File: src/rtl/bandit_pkg.sv
// Shared constants, FSM encoding and LFSR step function for the bandit environment.
package bandit_pkg;

  localparam logic [7:0]  REWARD_WIN  = 8'hFF;
  localparam logic [7:0]  REWARD_LOSS = 8'h00;
  localparam logic [15:0] LFSR_TAPS   = 16'hB400;

  typedef enum logic [1:0] {
    IDLE = 2'd0,
    DRAW = 2'd1,
    HOLD = 2'd2
  } state_t;

  // One step of a right-shifting Galois LFSR: the bit shifted out selects the tap XOR.
  function automatic logic [15:0] lfsr_step(input logic [15:0] value, input logic [15:0] taps);
    lfsr_step = value[0] ? ((value >> 1) ^ taps) : (value >> 1);
  endfunction

endpackage

File: src/rtl/bandit_env_lfsr.sv
// 16-bit Galois LFSR that advances only when enabled; the random source for reward draws.
module lfsr
  import bandit_pkg::*;
#(
  parameter logic [15:0] SEED = 16'hACE1,
  parameter logic [15:0] TAPS = LFSR_TAPS
) (
  input  logic        clock,
  input  logic        reset,
  input  logic        enable,
  output logic [15:0] value
);

  // LFSR state register
  always_ff @(posedge clock) begin
    if (reset) begin
      value <= SEED;
    end else if (enable) begin
      value <= lfsr_step(value, TAPS);
    end else begin
      value <= value;
    end
  end

endmodule

File: src/rtl/bandit_env.sv
// Multi-armed bandit environment: accepts an arm index, draws a Bernoulli reward from an LFSR.
module bandit_env
  import bandit_pkg::*;
#(
  parameter int              ARMS  = 4,
  parameter logic [8*ARMS-1:0] PROBS = {8'hC0, 8'h80, 8'h40, 8'h20},
  parameter logic [15:0]     SEED  = 16'hACE1
) (
  input  logic        clock,
  input  logic        reset,
  input  logic        action_valid,
  input  logic [7:0]  action_data,
  output logic        action_ready,
  output logic        reward_valid,
  output logic [7:0]  reward_data,
  input  logic        reward_ready,
  output logic        error,
  output logic [15:0] count
);

  state_t      state_r;
  state_t      state_next_s;
  logic [7:0]  arm_r;
  logic [7:0]  thresh_s;
  logic        in_range_s;
  logic        win_s;
  logic        action_hs_s;
  logic [15:0] lfsr_value_s;

  assign action_hs_s = action_valid && action_ready;

  lfsr #(
    .SEED (SEED),
    .TAPS (LFSR_TAPS)
  ) u_lfsr (
    .clock  (clock),
    .reset  (reset),
    .enable (state_r == DRAW),
    .value  (lfsr_value_s)
  );

  // Threshold lookup and win decision for the latched arm
  always_comb begin
    thresh_s = 8'h00;
    for (int i = 0; i < ARMS; i++) begin
      if (arm_r == 8'(i)) begin
        thresh_s = PROBS[i*8 +: 8];
      end else begin
        thresh_s = thresh_s;
      end
    end
    in_range_s = (arm_r < 8'(ARMS));
    win_s      = in_range_s && (lfsr_value_s[7:0] < thresh_s);
  end

  // Next-state logic
  always_comb begin
    state_next_s = state_r;
    case (state_r)
      IDLE: begin
        if (action_hs_s) begin
          state_next_s = DRAW;
        end else begin
          state_next_s = IDLE;
        end
      end
      DRAW: state_next_s = HOLD;
      HOLD: begin
        if (reward_ready) begin
          state_next_s = IDLE;
        end else begin
          state_next_s = HOLD;
        end
      end
      default: state_next_s = IDLE;
    endcase
  end

  // State, handshake outputs, reward, error and counter registers
  always_ff @(posedge clock) begin
    if (reset) begin
      state_r      <= IDLE;
      action_ready <= 1'b1;
      reward_valid <= 1'b0;
      reward_data  <= REWARD_LOSS;
      error        <= 1'b0;
      count        <= 16'h0000;
      arm_r        <= 8'h00;
    end else begin
      state_r      <= state_next_s;
      // Ready/valid come from the next state so they never see the partner's handshake input combinationally
      action_ready <= (state_next_s == IDLE);
      reward_valid <= (state_next_s == HOLD);
      if (action_hs_s) begin
        arm_r <= action_data;
      end
      if (state_r == DRAW) begin
        reward_data <= win_s ? REWARD_WIN : REWARD_LOSS;
        if (!in_range_s) begin
          error <= 1'b1;
        end
      end
      if (action_hs_s && (count != 16'hFFFF)) begin
        count <= count + 16'd1;
      end
    end
  end

endmodule

File: config.mk
export PLATFORM = sky130hd
export DESIGN_NAME = bandit_env
export DESIGN_NICKNAME = d
export VERILOG_FILES = /design/src/rtl/bandit_pkg.sv /design/src/rtl/bandit_env_lfsr.sv /design/src/rtl/bandit_env.sv
export SDC_FILE = /design/constraint.sdc
export NUM_CORES = 1
export LEC_CHECK = 0
export CAP_MARGIN = 40
export CORE_UTILIZATION = 35
export CTS_CLUSTER_SIZE = 40
export DETAILED_ROUTE_END_ITERATION = 6
export REMOVE_ABC_BUFFERS = 1
export SYNTH_ARGS = -nofsm -noshare
export SYNTH_HDL_FRONTEND = slang
export SYNTH_SLANG_ARGS = --single-unit
File: constraint.sdc
create_clock -name clock -period 2.5 [get_ports clock]
set_input_delay 0.25 -clock clock [delete_from_list [all_inputs] [get_ports clock]]
set_output_delay 0.25 -clock clock [all_outputs]
set_load 0.02 [all_outputs]
==> impl_metrics.csv <==
group,metric,value,unit
cts,clockBufferDepth,2,
worst_setup_path,startpoint_type,"flop",
timing,fin_ws,0.4988,ns
die,rows,27,
synth,yosysTopAreaCell,"dfxtp_1",
finish,drive_gt1_share,7.955,%
synth,ys_seq_area_share,45.77,%
cts,cts_resized,0,
placed_design,post-place-ws,0.4848,ns
synth,yosys-top-cells-count,"nand2_1, dfxtp_1, a21oi_1",
worst_setup_path,path_buf_inv,0,
min_path,min_path_cells,2,
cts,cts_root_buf,"clkbuf_8",
cts,post_cts_buffers,0,
routing,wl_per_cell,11.68,µm
die,chipHeight,77.82,µm
synth,synth_edf_count,0,
min_path,hold_path_class,"flop to flop",
synth,avgSynthCellArea,8.635,µm²
routing,drt_wl_total,3925,µm
timing,fin_crit_sh,80.05,%
finish,area_delta_synth_final,25.06,%
synth,ys_warn_count,0,
finish,fin_nets,278,
finish,nFillCells,563,
finish,multiInputGateArea,973.4,µm²
routing,drcViolationCount,0,
global_route,grt_pass1_vias,1465,
synth,synth_flop_cell,"dfxtp_1",
cts,ctsHtreeMaxLevel,2,
synth,synth_cell_types,44,
timing,clock.fmax,499.7,MHz
finish,seq_area,920.9,µm²
timing,relSlewSlack,49.03,%
die,io_pins,39,
global_route,antenna_found_initial,0,
synth,yosysMostFrequentCell,"nand2_1",
finish,diodes,0,
timing,final_max_slew_viol_count,0,
timing,rsz0062_at_grt,"false",
synth,async_flop_share,0,%
cts,postCtsHoldBufs,0,
global_route,grt_max_degree,29,
routing,via_per_inst,5.012,
worst_setup_path,max_stage_delay,0.53,ns
timing,worstMarginPinSlew,0.7645,ns
worst_setup_path,worstPathCellList,"or4_1 > nor3_2 > nand2_1 > ha_1 > o31a_1 > o21ai_0 > nand4b_1 > a21oi_1",
synth,ys_ff_latch,46,
power_and_ir_drop,p_leak,0.8899,nW
worst_setup_path,r2r_slack,0.50,ns
status,status,"finished, final reports clean",
worst_setup_path,cp_top_family,"simple AND/OR/NAND/NOR gates",
finish,fin_cells,336,
worst_setup_path,crit_arrival,2.23,ns
worst_setup_path,reg2reg_depth,8,
routing,num_vias,1684,
cts,cts_sinks,46,
timing,fin_crit,2.001,ns
min_path,min_from,"u_lfsr.value[2]",
placed_design,dp_cells,328,
die,die_width,77.82,µm
synth,synth_area,0.002012,mm²
synth,synthCells,233,
synth,synth_top_area_share,45.77,%
min_path,hold_end,"u_lfsr.value[1]",
die,core,0.005540,mm²
die,die-area,0.006056,mm²
routing,firstDrtPassIters,4,
global_route,grt_first_pass_wirelength,6520,µm
worst_setup_path,crit_path_top_delay_cell,"or4_1",
worst_setup_path,critPathCaptureType,"flop",
routing,ant_nets,0,
power_and_ir_drop,power_density,605.7,mW/mm²
timing,finalClockSkew,0.01281,ns
placed_design,dpl.hpwl,2763,µm
global_route,grt_util_all_layers,13.36,%
global_route,overflow,0,
power_and_ir_drop,peakVddDrop,0.2883,mV
job,cap_viol_max_count,0,
die,start_util,36.31,%
cts,cts.clk_slew.worst_paths,0.09,ns
worst_setup_path,cp_max_fo,4,
cts,tritoncts,"built",
worst_setup_path,r2r_end,"reward_data[6]",
timing,hold_viol_final,0,
timing,fin_tns_setup,0,ns
worst_setup_path,setup.worst_path.class,"flop to flop",
routing,drt-initial-drc-count,97,
timing,setup_viol,0,
synth,ys_top_cells_by_area,"dfxtp_1, nand2_1, a21oi_1",
worst_setup_path,reg2reg_from,"arm_r[3]",
placed_design,gp_congestion,0.7446,
worst_setup_path,worstPathRequired,2.73,ns
cts,clk_latency,0.29,ns
placed_design,port_buffers,38,
cts,cts_buffers,5,
[worst register-to-register path, stage by stage (launching register included)]
cell,delay [ns]
dfxtp_1,0.31
or4_1,0.53
nor3_2,0.24
nand2_1,0.09
ha_1,0.27
o31a_1,0.09
o21ai_0,0.15
nand4b_1,0.12
a21oi_1,0.15
[flip-flops by register name, summed over array words and instances, names as in the netlist]
| name | flops |
|---|---|
| reward_valid | 1 |
| count | 16 |
| arm_r | 8 |
| state_r | 2 |
| action_ready | 1 |
| reward_data | 1 |
| u_lfsr.value | 16 |
| error | 1 |
[cells by family after synthesis]
family,synth area share [%]
muxes,0.9951
xor gates and xnor gates,1.742
AOI/OAI and AO/OA,15.49
and+or+nand+nor,28.30
buffers and inverters,5.846
DFF,45.77
adders and majority gates,1.866
[how the worst max path moves through the flow]
stage / from / to / cells after the start
global route: arm_r[3] / reward_data[6] / 8
finish: arm_r[3] / reward_data[6] / 8
detailed placement: arm_r[3] / reward_data[6] / 8
global placement: action_valid / count[7] / 5
CTS: arm_r[3] / reward_data[6] / 8
floorplan: arm_r[3] / reward_data[6] / 8
[through the flow]
stage / power, mW / util (%) / hold WS [ns] / area [µm²]
2_1_floorplan: 0.9181 / - / 0.3124 / 1906
3_3_place_gp: 0.9979 / 43.43 / 0.4403 / 2406
6_report: 1.524 / 45.42 / 0.4411 / 2516
3_5_place_dp: 1.000 / 43.43 / 0.4434 / 2406
5_1_grt: 1.594 / 45.42 / 0.4723 / 2516
4_1_cts: 1.542 / 45.42 / 0.4468 / 2516
[area by class of cell]
cell class | count | share of cell area [%]
clock buffers | 6 | 2.884
clock inverters | 2 | 1.492
inverters | 3 | 0.4475
multi-input cells | 165 | 38.69
flip-flops and latches | 46 | 36.60
well taps | 72 | 3.580
repair buffers | 42 | 16.31
[cells in the final DEF, fill, tap and decap left out, types with 2 or more instances in the layout]
cell type        count
clkdlybuf4s50_1     38
xnor2_1              3
nor2_1               8
inv_1                3
clkbuf_8             5
buf_4                4
dfxtp_1             46
or3_1                6
o21ai_0              4
o21ai_1              5
nor3_1               4
and3_1               4
and4_1               2
ha_1                 3
or4_1                5
a211oi_1             2
nand2_1             52
nand3_1              2
nor3_2               2
mux2i_1              2
o31ai_1              4
a21oi_1             27
nand4_1              4
nand3b_1             6
nand4_2              2
a211o_1              2
[power by group]
group / switching (mW) / leakage (nW) / internal [mW]
Combinational: 0.0954 / 0.464 / 0.0866
Sequential: 0.0289 / 0.375 / 0.771
Clock: 0.244 / 0.0514 / 0.298
[routing by layer]
layer	vias to the layer above	wire length [µm]	global-route usage (%)
li1	869	-	-
met1	782	1935	17.11
met2	31	1835	22.30
met3	2	129	2.588
met4	0	24	4.528
met5	-	0	0
(Power assumes the default switching activity.)
